[config.mk]
export PLATFORM = sky130hd
export DESIGN_NAME = irq_controller
export DESIGN_NICKNAME = d
export VERILOG_FILES = /design/src/rtl/irq_controller.sv
export SDC_FILE = /design/constraint.sdc
export NUM_CORES = 1
export LEC_CHECK = 0
export CORE_ASPECT_RATIO = 1.2
export CORE_MARGIN = 4
export CORE_UTILIZATION = 40
export CTS_CLUSTER_SIZE = 14
export DETAILED_ROUTE_END_ITERATION = 12
export GPL_TIMING_DRIVEN = 0
export PLACE_DENSITY_LB_ADDON = 0.15
export SYNTH_ARGS = -nofsm -noshare
export SYNTH_HDL_FRONTEND = slang
export SYNTH_SLANG_ARGS = --single-unit
[constraint.sdc]
create_clock -name Clk -period 2.8 [get_ports Clk]
set_input_delay 0.28 -clock Clk [delete_from_list [all_inputs] [get_ports Clk]]
set_output_delay 0.28 -clock Clk [all_outputs]
set_load 0.02 [all_outputs]
[src/rtl/irq_controller.sv]
// irq_controller: prioritized maskable/NMI interrupt controller for the MIPS Controller; define IRQ_NESTING_EN for preemptive nesting
module irq_controller #(
  parameter int          NUM_IRQ  = 4,
  parameter logic [31:0] VEC_BASE = 32'h0000_0100,
  parameter logic [31:0] NMI_VEC  = 32'h0000_0080,
  parameter logic [31:0] SPUR_VEC = 32'h0000_01F0
) (
  input  logic               Clk,
  input  logic               Reset,
  input  logic [NUM_IRQ-1:0] irq,
  input  logic               nmi_in,
  input  logic               mask_we,
  input  logic [NUM_IRQ-1:0] mask_wdata,
  input  logic               isInterrupted,
  input  logic               INA,
  input  logic               eret,
  output logic               INT,
  output logic               NMI,
  output logic               INTD,
  output logic [2:0]         irq_id,
  output logic [31:0]        vector,
  output logic               spurious,
  output logic [NUM_IRQ-1:0] in_service,
  output logic               nmi_active
);
  logic [NUM_IRQ-1:0] mask_q, mask_d, isv_q, isv_d, isv_ret, req;
  logic               nmi_q, pend_q, pend_d, act_q, act_d, int_q, int_d, spur_q, spur_d;
  logic [2:0]         id_q, id_d, sel;
  logic [31:0]        vec_q, vec_d;
  logic [3:0]         isv_low;
  logic               acc_m, acc_n, nmi_edge, req_any;

  assign req      = irq & mask_q;
  assign req_any  = |req;
  assign acc_m    = isInterrupted & INA;
  assign acc_n    = isInterrupted & ~INA;
  assign nmi_edge = nmi_in & ~nmi_q;

  // lowest-index pending request wins
  always_comb begin
    sel = '0;
    for (int i = NUM_IRQ - 1; i >= 0; i--) if (req[i]) sel = 3'(i);
  end

  // lowest-index in-service bit after this cycle's updates; NUM_IRQ when none
  always_comb begin
    isv_low = 4'(NUM_IRQ);
    for (int i = NUM_IRQ - 1; i >= 0; i--) if (isv_d[i]) isv_low = 4'(i);
  end

  // next state: eret clears first, then the acceptance sets
  always_comb begin
    isv_ret = (eret && !act_q) ? isv_q & ~(isv_q & (-isv_q)) : isv_q;
    mask_d  = mask_we ? mask_wdata : mask_q;
    pend_d  = nmi_edge | (pend_q & ~acc_n);
    act_d   = (acc_n & pend_q) | (act_q & ~eret);
    isv_d   = (acc_m && req_any) ? isv_ret | (NUM_IRQ'(1) << sel) : isv_ret;
    id_d    = (acc_m && req_any) ? sel : id_q;
    spur_d  = acc_m ? ~req_any : spur_q;
    vec_d   = acc_n ? NMI_VEC : acc_m ? (req_any ? VEC_BASE + (32'(sel) << 4) : SPUR_VEC) : vec_q;
`ifdef IRQ_NESTING_EN
    int_d   = req_any & ~act_d & ({1'b0, sel} < isv_low);
`else
    int_d   = req_any & ~(act_d | (isv_low != 4'(NUM_IRQ)));
`endif
  end

  // state registers; nmi_q tracks nmi_in even in reset so a held line gives no edge
  always_ff @(posedge Clk) begin
    nmi_q <= nmi_in;
    if (Reset) begin
      mask_q <= '0;
      pend_q <= 1'b0;
      act_q  <= 1'b0;
      isv_q  <= '0;
      int_q  <= 1'b0;
      spur_q <= 1'b0;
      id_q   <= '0;
      vec_q  <= VEC_BASE;
    end else begin
      mask_q <= mask_d;
      pend_q <= pend_d;
      act_q  <= act_d;
      isv_q  <= isv_d;
      int_q  <= int_d;
      spur_q <= spur_d;
      id_q   <= id_d;
      vec_q  <= vec_d;
    end
  end

  assign INT        = int_q;
  assign NMI        = pend_q;
`ifdef IRQ_NESTING_EN
  assign INTD       = act_q;
`else
  assign INTD       = act_q | (|isv_q);
`endif
  assign irq_id     = id_q;
  assign vector     = vec_q;
  assign spurious   = spur_q;
  assign in_service = isv_q;
  assign nmi_active = act_q;
endmodule

==> impl_metrics.env <==
export IMPL_critPathLaunchType="flop"
export IMPL_met3_usage_pct=2.12
export IMPL_ys_async_sr_fraction_pct=0
export IMPL_wire_per_inst_um=10.2
export IMPL_synth_top_family_by_area="buffers and inverters"
export IMPL_antenna_found_initial=0
export IMPL_r2r_slack_ns=1.47
export IMPL_p_leak_nw=0.690
export IMPL_max_clock_freq_ghz=0.580
export IMPL_synthTopCellsByCount="buf_4 (28), dfxtp_1 (20), nor2_1 (11)"
export IMPL_grt_use_total_pct=12.8
export IMPL_cp_startpoint="nmi_active"
export IMPL_arrival_ns=1.45
export IMPL_busiest_layer="met2"
export IMPL_synth_seq_cells=20
export IMPL_ant_nets=0
export IMPL_wirelength_um=2110
export IMPL_cts_max_level=1
export IMPL_yosysWarnings=0
export IMPL_r2r_start="mask_q[2]"
export IMPL_required_ns=2.52
export IMPL_io_buffer_count=28
export IMPL_dp_hpwl_um=1740
export IMPL_die_w_um=54.0
export IMPL_grt_pass1_wl_um=3380
export IMPL_diodes=0
export IMPL_status="finished, final reports clean"
export IMPL_first_pass_iters=4
export IMPL_yosysMostFrequentCell="buf_4"
export IMPL_drive_above_1_share_pct=20.5
export IMPL_drv_cap=0
export IMPL_syn_avg_cell_area_um2=8.67
export IMPL_timing_final_crit_share_pct=61.6
export IMPL_detail_route_vias_per_cell=4.17
export IMPL_num_vias=863
export IMPL_met1_usage_pct=15.4
export IMPL_post_cts_buffers=0
export IMPL_ir_worst_vdd_v=0.000340
export IMPL_yosys_area_top_type_share_pct=39.5
export IMPL_crit_end="INTD"
export IMPL_grt_pass1_vias=786
export IMPL_max_stage_delay_ns=0.59
export IMPL_io_pins=59
export IMPL_initial_utilization_pct=43.1
export IMPL_setup_viol=0
export IMPL_cts_made_buffers=3
export IMPL_synthXorXnorAreaFrac_pct=0
export IMPL_grt_use_met2_pct=22.0
export IMPL_netlist_instances=117
export IMPL_hold_start="Reset"
export IMPL_root_buffer="clkbuf_4"
export IMPL_crit_type="flop to primary output"
export IMPL_die_area_um2=3410
export IMPL_holdBufCountCts=0
export IMPL_cts_clk_slew_worst_paths_ns=0.12
export IMPL_hold_path_class="primary input to flop"
export IMPL_rsz0062_at_grt="false"
export IMPL_synthFlopType="dfxtp_1"
export IMPL_slew_violations=0
export IMPL_muxShareOfSynthArea_pct=3.95
export IMPL_setup_tns_ns=0
export IMPL_cp_max_fo=5
export IMPL_coreArea_um2=2350
export IMPL_area_delta_synth_final_pct=46.6
export IMPL_synth_area_leaders="dfxtp_1 (39%), buf_4 (21%), a21oi_1 (4.4%), nor2_1 (4.1%), mux2i_1 (3.9%)"
export IMPL_ys_seq_area_share_pct=39.5
export IMPL_drc=0
export IMPL_critPathCaptureType="primary output"
export IMPL_clock_path_buffers=2
export IMPL_total_power_mw=0.701
export IMPL_fp_row_count=19
export IMPL_critPathBufInv=1
export IMPL_period_minus_slack_ns=1.73
export IMPL_power_per_cell_area_nw_per_um2=471
export IMPL_cp_slowest_cell="clkdlybuf4s50_1"
export IMPL_synth_compound_area_share_pct=15.2
export IMPL_worstSkewPairLatency_ns=0.30
export IMPL_final_cells=207
export IMPL_fin_nets=192
export IMPL_drtIter0Drc=13
export IMPL_skew_ns=0.00647
export IMPL_post_synth_fa_ha_maj_area_fraction_pct=1.11
export IMPL_syn_cell_area_um2=1010
export IMPL_cts_tree="done"
export IMPL_rr_worst_depth=4
export IMPL_fp_dieH_um=63.2
export IMPL_worst_r2r_endpoint="irq_id[0]"
export IMPL_synth_top_area_cell="dfxtp_1"
export IMPL_place_gp_congestion=0.696
export IMPL_hold_violations=0
export IMPL_ctsResizeCount=0
export IMPL_cp_cell_sequence="nor3_1, nand2_1, clkdlybuf4s50_1"
export IMPL_fillers=227
export IMPL_synth_edff_count=0
export IMPL_synthSimpleGateAreaFrac_pct=16.6
export IMPL_cp_depth=3
export IMPL_grt_max_degree=13
export IMPL_cpLargestDelayFamily="buffers and inverters"
export IMPL_dpl_cell_count=203
export IMPL_cts_sinks=20
export IMPL_grt_overflow=0
export IMPL_synth_distinct_cells=28
==> per-layer routing <==
metal	vias to the layer above	wire length, um
met5	-	0
met4	0	31
met3	5	189
met2	36	1030
li1	457	-
met1	365	853
==> registers in the layout (all words and copies together) (netlist names) <==
register	cells
INT	1
NMI	1
in_service	4
irq_id	2
mask_q	4
nmi_active	1
nmi_q	1
spurious	1
vector	5
==> power breakdown <==
group          internal, mW  switching (mW)
Sequential            0.298         0.00765
Combinational        0.0764          0.0847
Clock                 0.145          0.0896
Total                 0.519           0.182
==> cell families after synthesis <==
kind of cell / Yosys count
flip-flops: 20
adder cells (fa/ha/maj): 1
multiplexers: 4
AND/OR/NAND/NOR: 32
buffers and inverters: 35
other: 1
AO/OA/AOI/OAI: 24
==> worst min path at each step <==
stage | end | slack [ns] | cells after the start
floorplan | nmi_q | 0.31 | 0
global placement | vector[7] | 0.45 | 1
detailed placement | vector[7] | 0.45 | 1
CTS | vector[5] | 0.34 | 2
global route | irq_id[0] | 0.38 | 2
finish | vector[5] | 0.36 | 2
==> through the flow <==
stage	hold WS [ns]	util (%)	setup WS (ns)	area, um2
6_report	0.358	63.2	1.07	1490
5_1_grt	0.376	63.2	0.983	1490
4_1_cts	0.341	63.2	1.06	1490
3_5_place_dp	0.453	61.0	1.05	1440
3_3_place_gp	0.446	61.0	1.06	1440
2_1_floorplan	0.308	-	1.46	1120
==> placed cells by master, fill, tap and decap left out, types with 2 or more instances in the layout <==
cell type and instances:
dfxtp_1 20, nand2_1 9, clkdlybuf4s50_1 28, mux2i_1 4, and2_1 2, a32oi_1 3
a21oi_1 9, inv_1 4, o21ai_0 3, nand2b_1 2, o21a_1 2, buf_4 28
clkbuf_4 3, nor3_1 2, nor2_1 11, a22oi_1 2, clkbuf_1 3, conb_1 28
==> cell type report <==
| class | instances | area [um2] | share of cell area [%] |
|---|---|---|---|
| buffer | 31 | 221 | 14.9 |
| multi-input combinational | 89 | 479 | 32.2 |
| inverter | 4 | 15.0 | 1.01 |
| sequential | 20 | 400 | 26.9 |
| tap | 31 | 38.8 | 2.61 |
| clock inverter | 1 | 30.0 | 2.02 |
| timing repair buffer | 28 | 280 | 18.8 |
| clock buffer | 3 | 22.5 | 1.51 |
Note: power is estimated with default switching activity, not from simulation.
